<file path="src/rtl/mem_responder.sv">
// Memory-side responder for the CPU mem_cmd bus: latches a command, inserts
// WAIT_CYCLES wait states, then performs one access to a word-addressed RAM.
module mem_responder #(
  parameter int ADDR_W      = 9,
  parameter int DATA_W      = 16,
  parameter int DEPTH       = 256,
  parameter int WAIT_CYCLES = 1
) (
  input  logic              clk,
  input  logic              reset,
  input  logic [1:0]        mem_cmd,
  input  logic [ADDR_W-1:0] mem_addr,
  input  logic [DATA_W-1:0] write_data,
  output logic [DATA_W-1:0] read_data,
  output logic              mem_ready,
  output logic              busy,
  output logic              err
);

  localparam logic [1:0] CMD_RD  = 2'd0;
  localparam logic [1:0] CMD_NO  = 2'd1;
  localparam logic [1:0] CMD_WR  = 2'd2;
  localparam logic [1:0] CMD_ILL = 2'd3;

  localparam int              RAM_AW  = (DEPTH > 1) ? $clog2(DEPTH) : 1;
  localparam logic [ADDR_W:0] DEPTH_L = (ADDR_W+1)'(DEPTH);
  localparam logic [3:0]      WAIT_LD = (WAIT_CYCLES > 0) ? 4'(WAIT_CYCLES - 1) : 4'd0;

  typedef enum logic [1:0] {S_IDLE, S_WAIT, S_RESP, S_DONE} state_t;

  state_t              r_state, w_next;
  logic [1:0]          r_cmd;
  logic [ADDR_W-1:0]   r_addr;
  logic [DATA_W-1:0]   r_wdata;
  logic [3:0]          r_cnt;
  logic [DATA_W-1:0]   r_rdata;
  logic                r_ready;
  logic                r_busy;
  logic                r_err;
  logic [DATA_W-1:0]   r_mem [DEPTH];

  logic                w_open, w_cmd_ok, w_same, w_accept, w_illegal, w_in_range;
  logic [RAM_AW-1:0]   w_idx;

  assign w_open     = (r_state == S_IDLE) || (r_state == S_DONE);
  assign w_cmd_ok   = (mem_cmd == CMD_RD) || (mem_cmd == CMD_WR);
  assign w_same     = (mem_cmd == r_cmd) && (mem_addr == r_addr);
  // In DONE a held command must not re-trigger; only a new cmd/addr pair is accepted.
  assign w_accept   = w_cmd_ok && ((r_state == S_IDLE) || ((r_state == S_DONE) && !w_same));
  assign w_illegal  = w_open && (mem_cmd == CMD_ILL);
  assign w_in_range = ({1'b0, r_addr} < DEPTH_L);
  assign w_idx      = r_addr[RAM_AW-1:0];

  always_comb begin
    w_next = r_state;
    case (r_state)
      S_IDLE: if (w_accept) w_next = (WAIT_CYCLES > 0) ? S_WAIT : S_RESP;
      S_WAIT: if (r_cnt == 4'd0) w_next = S_RESP;
      S_RESP: w_next = S_DONE;
      S_DONE: begin
        if (w_accept)              w_next = (WAIT_CYCLES > 0) ? S_WAIT : S_RESP;
        else if (mem_cmd == CMD_NO) w_next = S_IDLE;
      end
      default: w_next = S_IDLE;
    endcase
  end

  always_ff @(posedge clk or negedge reset) begin
    if (!reset) begin
      r_state <= S_IDLE;
      r_cmd   <= '0;
      r_addr  <= '0;
      r_wdata <= '0;
      r_cnt   <= '0;
      r_rdata <= '0;
      r_ready <= 1'b0;
      r_busy  <= 1'b0;
      r_err   <= 1'b0;
    end else begin
      r_state <= w_next;
      r_ready <= (r_state == S_RESP);
      r_busy  <= (w_next == S_WAIT) || (w_next == S_RESP);
      if (w_accept) begin
        r_cmd   <= mem_cmd;
        r_addr  <= mem_addr;
        r_wdata <= write_data;
        r_cnt   <= WAIT_LD;
      end else if ((r_state == S_WAIT) && (r_cnt != 4'd0)) begin
        r_cnt <= r_cnt - 4'd1;
      end
      if (w_illegal) r_err <= 1'b1;
      if (r_state == S_RESP) begin
        if (!w_in_range) begin
          r_rdata <= '0;
          r_err   <= 1'b1;
        end else if (r_cmd == CMD_RD) begin
          r_rdata <= r_mem[w_idx];
        end
      end
    end
  end

  // RAM is written only from RESP, so a reset during WAIT drops the pending store.
  always_ff @(posedge clk) begin
    if ((r_state == S_RESP) && (r_cmd == CMD_WR) && w_in_range)
      r_mem[w_idx] <= r_wdata;
  end

  assign read_data = r_rdata;
  assign mem_ready = r_ready;
  assign busy      = r_busy;
  assign err       = r_err;

endmodule

</file>
<file path="config.mk">
export PLATFORM = sky130hd
export DESIGN_NAME = mem_responder
export DESIGN_NICKNAME = d
export VERILOG_FILES = /design/src/rtl/mem_responder.sv
export SDC_FILE = /design/constraint.sdc
export NUM_CORES = 2
export LEC_CHECK = 0
export CORE_ASPECT_RATIO = 0.8
export CORE_UTILIZATION = 35
export DETAILED_ROUTE_END_ITERATION = 10
export PLACE_DENSITY_LB_ADDON = 0.05
export SLEW_MARGIN = 5
export SYNTH_ARGS = -nofsm -noshare
export SYNTH_HDL_FRONTEND = slang
export SYNTH_SLANG_ARGS = --single-unit
</file>
<file path="constraint.sdc">
create_clock -name clk -period 6.37 [get_ports clk]
set_input_delay 1.274 -clock clk [delete_from_list [all_inputs] [get_ports clk]]
set_output_delay 1.274 -clock clk [all_outputs]
set_load 0.02 [all_outputs]
</file>
==> results.md <==
- Outcome: finished, violations left
- Failing checks: capacitance limit
- Nets: approximately 7900
- Post-route setup slack: roughly 1.1 ns
- Rel. slew slack: 0.0131
- # IOs: 48
- Sw Share: 0.339
- H-tree Lvls: 5
- Final period utilization: 0.822
- Post-synthesis instance total: approximately 7300
- Placeable Area: 453000 sq um
- Antenna-violating nets left: 0
- R2R Setup Slk: between 1 and 1.5 ns
- TritonCTS clock tree: built
- Worst-Margin Slew: 1.44 ns
- Reg-to-reg critical path startpoint: r_addr[0]
- GP Congestion: about 0.78
- Clock slew at reported path FFs: ~0.06 ns
- # clock sinks: between 4000 and 5000
- Upper clock frequency limit: roughly 190 MHz
- Overall Global Routing Usage: 0.211
- Starting Density: 0.351
- First-pass GRT wire length: slightly below 700000 um
- Power density over the cells: ~470 nW/um^2
- Total number of vias: between 70000 and 80000
- Syn_area_per_cell: approximately 22 sq um
- Area Overhead vs Synth: 15.6%
- Sum of negative setup slack: 0 ns
- Final Critical Period: roughly 5.2 ns
- Max Cap Violations: 1
- Average wire per standard cell: 34.4 um
- Total CTS buffers: 440
- Leak pwr: between 50 and 60 nW
- Setup bufs post-CTS: 0
- # port buffers: 47
- Largest area contributor in the synthesized netlist: edfxtp_1
- Pre-CTS setup slack: around 1.1 ns
- Final Hold Fails: 0
- Req. time, crit path: 7.27 ns
- Clk_lat worst skew: 1.04 ns
- Switching power total: around 0.029 W
- Synth Flop Type: edfxtp_1
- Slew Viols, Final: 0
- Post-cts resize count: 0
- Critical path data arrival time: 6.13 ns
- Synth top area share: 0.773
- Antenna violations before repair: 27
- Cells on worst reg2reg path: 10
- Synth Warn #: 0
- Longest Clk Path Bufs: 4
- Comb pwr share: 0.296
- Std cell rows: about 220
- Hold_buf cts: 0
- Die Y: approximately 610 um
- Ranking of synthesized cells by area: edfxtp_1, mux4_2, mux2i_1
- HPWL Detailed: 299000 um
- Net Count, Synth: between 7000 and 8000
- Die Width: 756 um
- Vias in the first global route: roughly 79000
- Total Routed Length: around 490000 um
- Post-route DRC: 0
- Setup violators final: 0
- # fillers: between 40000 and 50000
- Hold Path Class: in -> async
- Commonest non-fill, non-tap cell in the layout: edfxtp_1
- Clock root buffer: clkbuf_16
- Register area share after synthesis: 0.781
- P_int: around 0.058 W
- Clock power frac: 0.291
- Die area: between 400000 and 500000 sq um
- Crit Path Max Fanout: 51
- Grt ovf: 0
- Setup CP Type: reg -> reg
- Async SR Flop Fraction: 0.0125
- Synth Cell Area: 159000 sq um
- CP Capture Type: register
- Worst setup SP type: register
- DR iter-0 viols: a little over 8000
- Worst r2r dst: read_data[2]
- Sequential power share: 0.414
- Synth unique cells: between 40 and 50
- EDFF count, synth: roughly 4100
- VDD IR max: ~0.37 mV
- Drt pass-1 iters: 5
- Synth Register Bits: around 4100
- Clock Skews: roughly 0.09 ns
- RSZ-0062 raised after global routing: no
- Pin count of the biggest net entering global routing: roughly 160
- Vias/cell: roughly 5.4
- Ratio of cells with drive above 1 in the final layout: 0.276
- Most frequent cells in the layout: edfxtp_1, mux4_2, buf_4, clkbuf_16, mux2i_1
[per-layer routing]
layer | part of all wire | track usage
met1 | 0.47 | 0.316
met2 | 0.46 | 0.333
met3 | 0.047 | 0.0276
met4 | 0.020 | 0.0414
met5 | 0 | 0
[power by group through the flow]
stage	Clock [W]	Sequential, W	Combinational (W)
finish	0.0253	0.0360	0.0257
CTS	0.0259	0.0360	0.0264
global placement	0	0.0366	0.0260
floorplan	0	0.0379	0.0130
global route	0.0269	0.0360	0.0272
detailed placement	0	0.0366	0.0263
[how the worst max path moves through the flow]
stage,startpoint,end,cells after the start
final,r_addr[0],read_data[2],10
after global routing,r_addr[1],read_data[7],9
after global placement,r_addr[0],read_data[6],9
after CTS,r_addr[1],read_data[7],9
after detailed placement,r_addr[1],read_data[7],9
after floorplan,r_wdata[0],r_mem[0][0],0
[metrics by stage]
| stage | cells | total power, W | utilization | instance area [sq um] | hold slack, ns |
|---|---|---|---|---|---|
| floorplan | 7306 | 0.0509 | - | 159000 | 0.506 |
| global placement | 13400 | 0.0626 | 0.375 | 170000 | 0.511 |
| detailed placement | 13400 | 0.0630 | 0.375 | 170000 | 0.494 |
| CTS | 14200 | 0.0883 | 0.406 | 184000 | 0.322 |
| global route | 14200 | 0.0901 | 0.406 | 184000 | 0.354 |
| finish | 14300 | 0.0870 | 0.406 | 184000 | 0.340 |
[cell usage after synthesis, drive strengths merged (4+ instances only)]
cell type  number
a221oi         49
buf           200
mux2i         315
o2111a         15
a21oi         126
nor4           19
nand2b          5
o31ai          15
and3b           5
and3           64
a2111oi        15
o22ai          33
nor2          301
dfrtp          52
o211ai         17
and2            8
a211oi         38
nor2b          14
mux2           86
o21ai          87
xor2           13
a22o           50
a311oi         15
clkbuf        239
ha              7
inv             6
a22oi         198
nor3            4
nand3          72
mux4          916
edfxtp       4096
nand2         177
a211o          15
nand4          18
[sequential cells by signal (all words and copies together) (netlist names)]
register / count
r_state: 2
busy: 1
r_mem: 4096
r_wdata: 16
r_cnt: 4
r_addr: 9
r_cmd: 2
read_data: 16
mem_ready: 1
err: 1
[kinds of logic after synthesis]
family	after synthesis	synth area share
DFF	4148	0.781
adders and majority gates	7	0.000550
xor gates and xnor gates	14	0.000770
and+or+nand+nor	693	0.0192
buffers and inverters	445	0.0128
muxes	1317	0.156
AOI/OAI and AO/OA	682	0.0300
[critical path, cell delays in order, from the launching register on]
cell	delay, ns
dfrtp_4	1.16
buf_12	0.36
buf_12	0.38
mux4_2	0.60
a22oi_1	0.21
nand3_1	0.20
a2111oi_0	1.17
buf_4	0.31
a311oi_1	0.06
buf_4	0.23
a211o_1	0.25
[final cells by class]
| cell class | count | area (sq um) | share of cell area |
|---|---|---|---|
| Multi-Input combinational cell | 2713 | 33200 | 0.181 |
| Tap cell | 6021 | 7530 | 0.0410 |
| Antenna cell | 16 | 40.0 | 0.000218 |
| Timing Repair Buffer | 544 | 4730 | 0.0257 |
| Clock inverter | 249 | 2270 | 0.0124 |
| Inverter | 6 | 22.5 | 0.000122 |
| Clock buffer | 561 | 11700 | 0.0638 |
| Sequential cell | 4148 | 124000 | 0.676 |
Note: power is estimated with default switching activity, not from simulation.
